===== config.mk =====
export PLATFORM = sky130hd
export DESIGN_NAME = alu_writeback
export DESIGN_NICKNAME = d
export VERILOG_FILES = /design/src/rtl/alu_writeback.sv
export SDC_FILE = /design/constraint.sdc
export NUM_CORES = 1
export LEC_CHECK = 0
export ABC_CLOCK_PERIOD_IN_PS = 4000
export BUFFER_PORTS_ARGS = -buffer_cell sky130_fd_sc_hd__buf_2
export CORE_ASPECT_RATIO = 1.1
export CORE_MARGIN = 5
export CORE_UTILIZATION = 53
export DETAILED_ROUTE_END_ITERATION = 10
export HOLD_SLACK_MARGIN = 0.03
export PLACE_DENSITY_LB_ADDON = 0.2
export SETUP_SLACK_MARGIN = 0.02
export SYNTH_ARGS = -nofsm -noshare
export SYNTH_HDL_FRONTEND = slang
export SYNTH_SLANG_ARGS = --single-unit

===== constraint.sdc =====
create_clock -name clk -period 4 [get_ports clk]
set_clock_uncertainty 0.1 [all_clocks]
set_input_delay 0.2 -clock clk [delete_from_list [all_inputs] [get_ports clk]]
set_output_delay 0.2 -clock clk [all_outputs]
set_load 0.05 [all_outputs]

===== src/rtl/alu_writeback.sv =====
// Writeback stage: queues ALU results in order and retires one per cycle into RF, HI/LO, PC or memory address.
// Define WB_TRACE_EN for a simulation-only retire trace; RTL behaviour is the same either way.
module alu_writeback #(
  parameter int DEPTH      = 2,
  parameter int REG_ADDR_W = 4
) (
  input  logic                  clk,
  input  logic                  clr,
  input  logic                  in_valid,
  output logic                  in_ready,
  input  logic [4:0]            in_ctrl,
  input  logic [REG_ADDR_W-1:0] in_dest,
  input  logic [63:0]           in_result,
  output logic                  rf_we,
  output logic [REG_ADDR_W-1:0] rf_waddr,
  output logic [31:0]           rf_wdata,
  output logic                  pc_we,
  output logic [31:0]           pc_wdata,
  output logic                  mem_req,
  output logic                  mem_store,
  output logic [31:0]           mem_addr,
  output logic [31:0]           hi,
  output logic [31:0]           lo,
  output logic                  halted,
  output logic                  err
);

  localparam int PTR_W = $clog2(DEPTH);
  localparam int CNT_W = $clog2(DEPTH + 1);
  localparam int ENT_W = 5 + REG_ADDR_W + 64;

  logic [ENT_W-1:0]      q_mem [DEPTH];
  logic [PTR_W-1:0]      wr_ptr, rd_ptr;
  logic [CNT_W-1:0]      count;
  logic                  push, pop;
  logic [4:0]            head_ctrl;
  logic [REG_ADDR_W-1:0] head_dest;
  logic [63:0]           head_result;
  logic                  do_rf, do_hilo, do_mem, do_pc, do_halt, do_err;
  logic [31:0]           rf_data_nxt;

  assign in_ready = (count < CNT_W'(DEPTH)) && !halted;
  assign push     = in_valid && in_ready;
  assign pop      = (count != '0);
  assign {head_ctrl, head_dest, head_result} = q_mem[rd_ptr];

  // mfhi/mflo read the registered HI/LO, so a mul retired one edge earlier is already visible
  always_comb begin
    do_rf       = 1'b0;
    do_hilo     = 1'b0;
    do_mem      = 1'b0;
    do_pc       = 1'b0;
    do_halt     = 1'b0;
    do_err      = 1'b0;
    rf_data_nxt = head_result[31:0];
    case (head_ctrl) inside
      5'd1, [5'd3:5'd14], 5'd17, 5'd18: do_rf = 1'b1;
      5'd15, 5'd16:                     do_hilo = 1'b1;
      5'd24: begin
        do_rf       = 1'b1;
        rf_data_nxt = hi;
      end
      5'd25: begin
        do_rf       = 1'b1;
        rf_data_nxt = lo;
      end
      5'd0, 5'd2:                       do_mem = 1'b1;
      [5'd19:5'd21]:                    do_pc = 1'b1;
      5'd27:                            do_halt = 1'b1;
      [5'd28:5'd31]:                    do_err = 1'b1;
      default: ;
    endcase
  end

  always_ff @(posedge clk or negedge clr) begin
    if (!clr) begin
      for (int i = 0; i < DEPTH; i++) q_mem[i] <= '0;
      wr_ptr    <= '0;
      rd_ptr    <= '0;
      count     <= '0;
      rf_we     <= 1'b0;
      rf_waddr  <= '0;
      rf_wdata  <= '0;
      pc_we     <= 1'b0;
      pc_wdata  <= '0;
      mem_req   <= 1'b0;
      mem_store <= 1'b0;
      mem_addr  <= '0;
      hi        <= '0;
      lo        <= '0;
      halted    <= 1'b0;
      err       <= 1'b0;
    end else begin
      rf_we   <= 1'b0;
      pc_we   <= 1'b0;
      mem_req <= 1'b0;
      err     <= 1'b0;
      if (push) begin
        q_mem[wr_ptr] <= {in_ctrl, in_dest, in_result};
        wr_ptr        <= wr_ptr + PTR_W'(1);
      end
      if (pop) begin
        rd_ptr <= rd_ptr + PTR_W'(1);
        if (do_rf) begin
          rf_we    <= 1'b1;
          rf_waddr <= head_dest;
          rf_wdata <= rf_data_nxt;
        end
        if (do_hilo) begin
          hi <= head_result[63:32];
          lo <= head_result[31:0];
        end
        if (do_mem) begin
          mem_req   <= 1'b1;
          mem_store <= (head_ctrl == 5'd2);
          mem_addr  <= head_result[31:0];
        end
        if (do_pc) begin
          pc_we    <= 1'b1;
          pc_wdata <= head_result[31:0];
        end
        err <= do_err;
      end
      if (push && !pop)      count <= count + CNT_W'(1);
      else if (pop && !push) count <= count - CNT_W'(1);
      // halt discards everything still queued, including a push on this same edge
      if (pop && do_halt) begin
        halted <= 1'b1;
        count  <= '0;
        wr_ptr <= '0;
        rd_ptr <= '0;
      end
    end
  end

`ifdef WB_TRACE_EN
  always @(posedge clk) begin
    if (clr && pop) begin
      if (do_halt)
        $display("%0t [WB] HALT", $time);
      else if (do_err)
        $display("%0t [WB] Error: illegal op", $time);
      else if (do_rf)
        $display("%0t [WB] %0d %0d %h", $time, head_ctrl, head_dest, rf_data_nxt);
      else
        $display("%0t [WB] %0d %0d %h", $time, head_ctrl, head_dest, head_result);
    end
  end
`else
  // trace disabled: no simulation output
`endif

endmodule


==> metrics.txt <==
hold slack=0.2963 ns; Commonest cells post-synth=dfrtp_1, mux2_2, o21ai_0, nor2_1, nand2_1; WL per Instance=20.43 um; f_max=between 200 and 300 MHz; critical path startpoint category=flop; Port Buffers=~250; post-route ant nets=0; asr flop ratio synth=1.000; CTS tree=yes; via count=9291; ant diodes=0; Worst-Margin Slew=around 1.0 ns; share of cells above drive strength 1=0.4457; GR Overflow Total=0; die height=178.0 um; sequential area share after synthesis=0.5890; crit path max fanout=41; Mapped Nets=roughly 1100; clock buffer count from CTS=34; Non-Filler Instances=1708; Area Growth Syn to Fin=26.09%; gpl congestion=~0.8; Synth Flop Type=dfrtp_1; Worst Hold Class=input port to async pin; Unique masters post-synth=42; Setup Crit Path Kind=flop to flop; status=completed; placed insts=1574; overall routing resource usage=0.2411; worst setup path startpoint=rd_ptr; ranking of synthesized cells by area=dfrtp_1, mux2_2, mux2i_1; initial antenna violation count=1; minimum clock period after layout=between 3 and 4 ns; H-tree depth=2; vias in the first global route=between 9000 and 10000; Gate Count Post-Synth=~1000; adder-cell area share of the yosys netlist=0.0009204; Worst EP required=4.29 ns; Sink Count=320; Post-synth EDFFs=0; mux cell area share after synthesis=0.2717; largest area contributor in the netlist=dfrtp_1; post-synthesis register bit count=between 300 and 400; Setup TNS=0 ns; CP endpoint kind=flop; syn_area_per_cell=13.20 um^2; Final Max Slew Viols=0; clk slew on worst S/H paths=~0.06 ns; Rel. slew slack=0.3192; Worst EP arrival=between 3 and 4 ns; DPL Wire Length=roughly 23000 um; # fillers=roughly 1800; RSZ-0062 raised after global routing=no; final hold vios=0; drt via density=5.440; router iterations before antenna repair=5; most common cell in the netlist=dfrtp_1; Synth Area in XOR/XNOR=0.002577; Die ar.=a little under 30000 um^2; Post-CTS Setup Inserts=0; first-pass GRT wire length=55250 um; core area=between 20000 and 30000 um^2; Die X=~160 um; number of max-cap violations=0; num rows=61; Synth Area in Compound Gates=0.06516; Post-Synth Simple-Gate Area=0.04639; yosys warns=0; Root Driver=clkbuf_16; worst r2r src=rd_ptr; largest family of logic cells by synthesized area=multiplexers; Starting Density=0.5381; drt initial violations=493; DR DRC count=0; part of the cycle the worst path needs=0.8442; drt total wl=between 30000 and 40000 um; mapped cell area=approximately 14000 um^2; num ports=247; setup violators final=0; worst skew pair latency=~0.5 ns; largest net degree at the start of global routing=between 100 and 150; # nets final=~1400; Synth top area share=0.5890; CTS Buffer Depth=3
==> final cells by class <==
| cell class | count | area [um^2] | share of cell area |
|---|---|---|---|
| Multi-Input combinational cell | 636 | 5328 | 0.3108 |
| Inverter | 5 | 18.77 | 0.001095 |
| Clock buffer | 47 | 1013 | 0.05912 |
| Clock inverter | 12 | 162.7 | 0.009489 |
| Sequential cell | 320 | 8011 | 0.4674 |
| Tap cell | 346 | 432.9 | 0.02526 |
| Timing Repair Buffer | 342 | 2175 | 0.1269 |
==> kinds of logic after synthesis <==
| group | Yosys count |
|---|---|
| flops | 320 |
| xor+xnor | 4 |
| mux | 327 |
| buf+inv | 74 |
| simple gates | 152 |
| compound gates | 152 |
| fa+ha+maj | 1 |
==> what timing repair did <==
item / in CTS / in global routing
hold endpoints to repair: 263 / 0
resized for setup: 0 / 0
hold buffers: 75 / 0
==> critical path, stage by stage, from the launching register on <==
cell     delay [ns]
dfrtp_4        0.80
mux2i_2        0.55
and3_1         0.22
or4_1          0.12
and2_1         0.77
buf_4          0.34
mux2_2         0.35
==> stage by stage <==
stage	utilization	worst slack, ns	instance area, um^2
5_1_grt	0.6785	0.4535	17140
4_1_cts	0.6785	0.6064	17140
3_3_place_gp	0.6022	0.6572	15210
2_1_floorplan	-	1.066	13590
3_5_place_dp	0.6022	0.6207	15210
6_report	0.6785	0.6233	17140
==> layout by cell type, fill, tap and decap left out, types with 3 or more instances in the layout <==
| cell | netlist | routed |
|---|---|---|
| nand2b_1 | 3 | 3 |
| o21ai_0 | 77 | 77 |
| nand3_1 | 6 | 6 |
| a221oi_1 | 13 | 13 |
| clkbuf_1 | 44 | 5 |
| clkbuf_8 | 0 | 5 |
| mux2_2 | 258 | 258 |
| inv_1 | 5 | 5 |
| nor2_1 | 67 | 66 |
| nand2_1 | 60 | 59 |
| a21oi_1 | 33 | 33 |
| mux2i_1 | 50 | 50 |
| dfrtp_1 | 320 | 319 |
| xor2_1 | 3 | 3 |
| clkinv_2 | 0 | 7 |
| mux2_4 | 16 | 16 |
| o31ai_1 | 19 | 19 |
| buf_4 | 0 | 19 |
| buf_2 | 17 | 245 |
| dlygate4sd3_1 | 0 | 75 |
| bufinv_16 | 0 | 4 |
| clkbuf_16 | 0 | 37 |
==> registers in the layout, summed over array words and instances (netlist names), 2 cells and up <==
name,count
count,2
hi,32
lo,32
mem_addr,32
pc_wdata,32
q_mem,146
rf_waddr,4
rf_wdata,32
==> path summary, 6_finish.rpt <==
| kind | to | slack, ns | cells after the start |
|---|---|---|---|
| max in group asynchronous | mem_addr[31] | 2.40 | 3 |
| max reg2reg | rf_wdata[2] | 0.62 | 6 |
| min in group clk | mem_addr[22] | 0.38 | 2 |
| max | rf_wdata[2] | 0.62 | 6 |
| min | q_mem[108] | 0.30 | 2 |
| min reg2reg | mem_addr[22] | 0.38 | 2 |
==> routing by layer <==
layer	vias up	GRT usage	wire length, um
met3	53	0.05131	2318
li1	4277	-	-
met1	4679	0.3442	15630
met5	-	0	0
met2	282	0.3844	16230
met4	0	0.05557	727
Power is left out: the tool's default activity adds up to more than one toggle a clock period on the data nets, which glitch-free logic cannot reach.
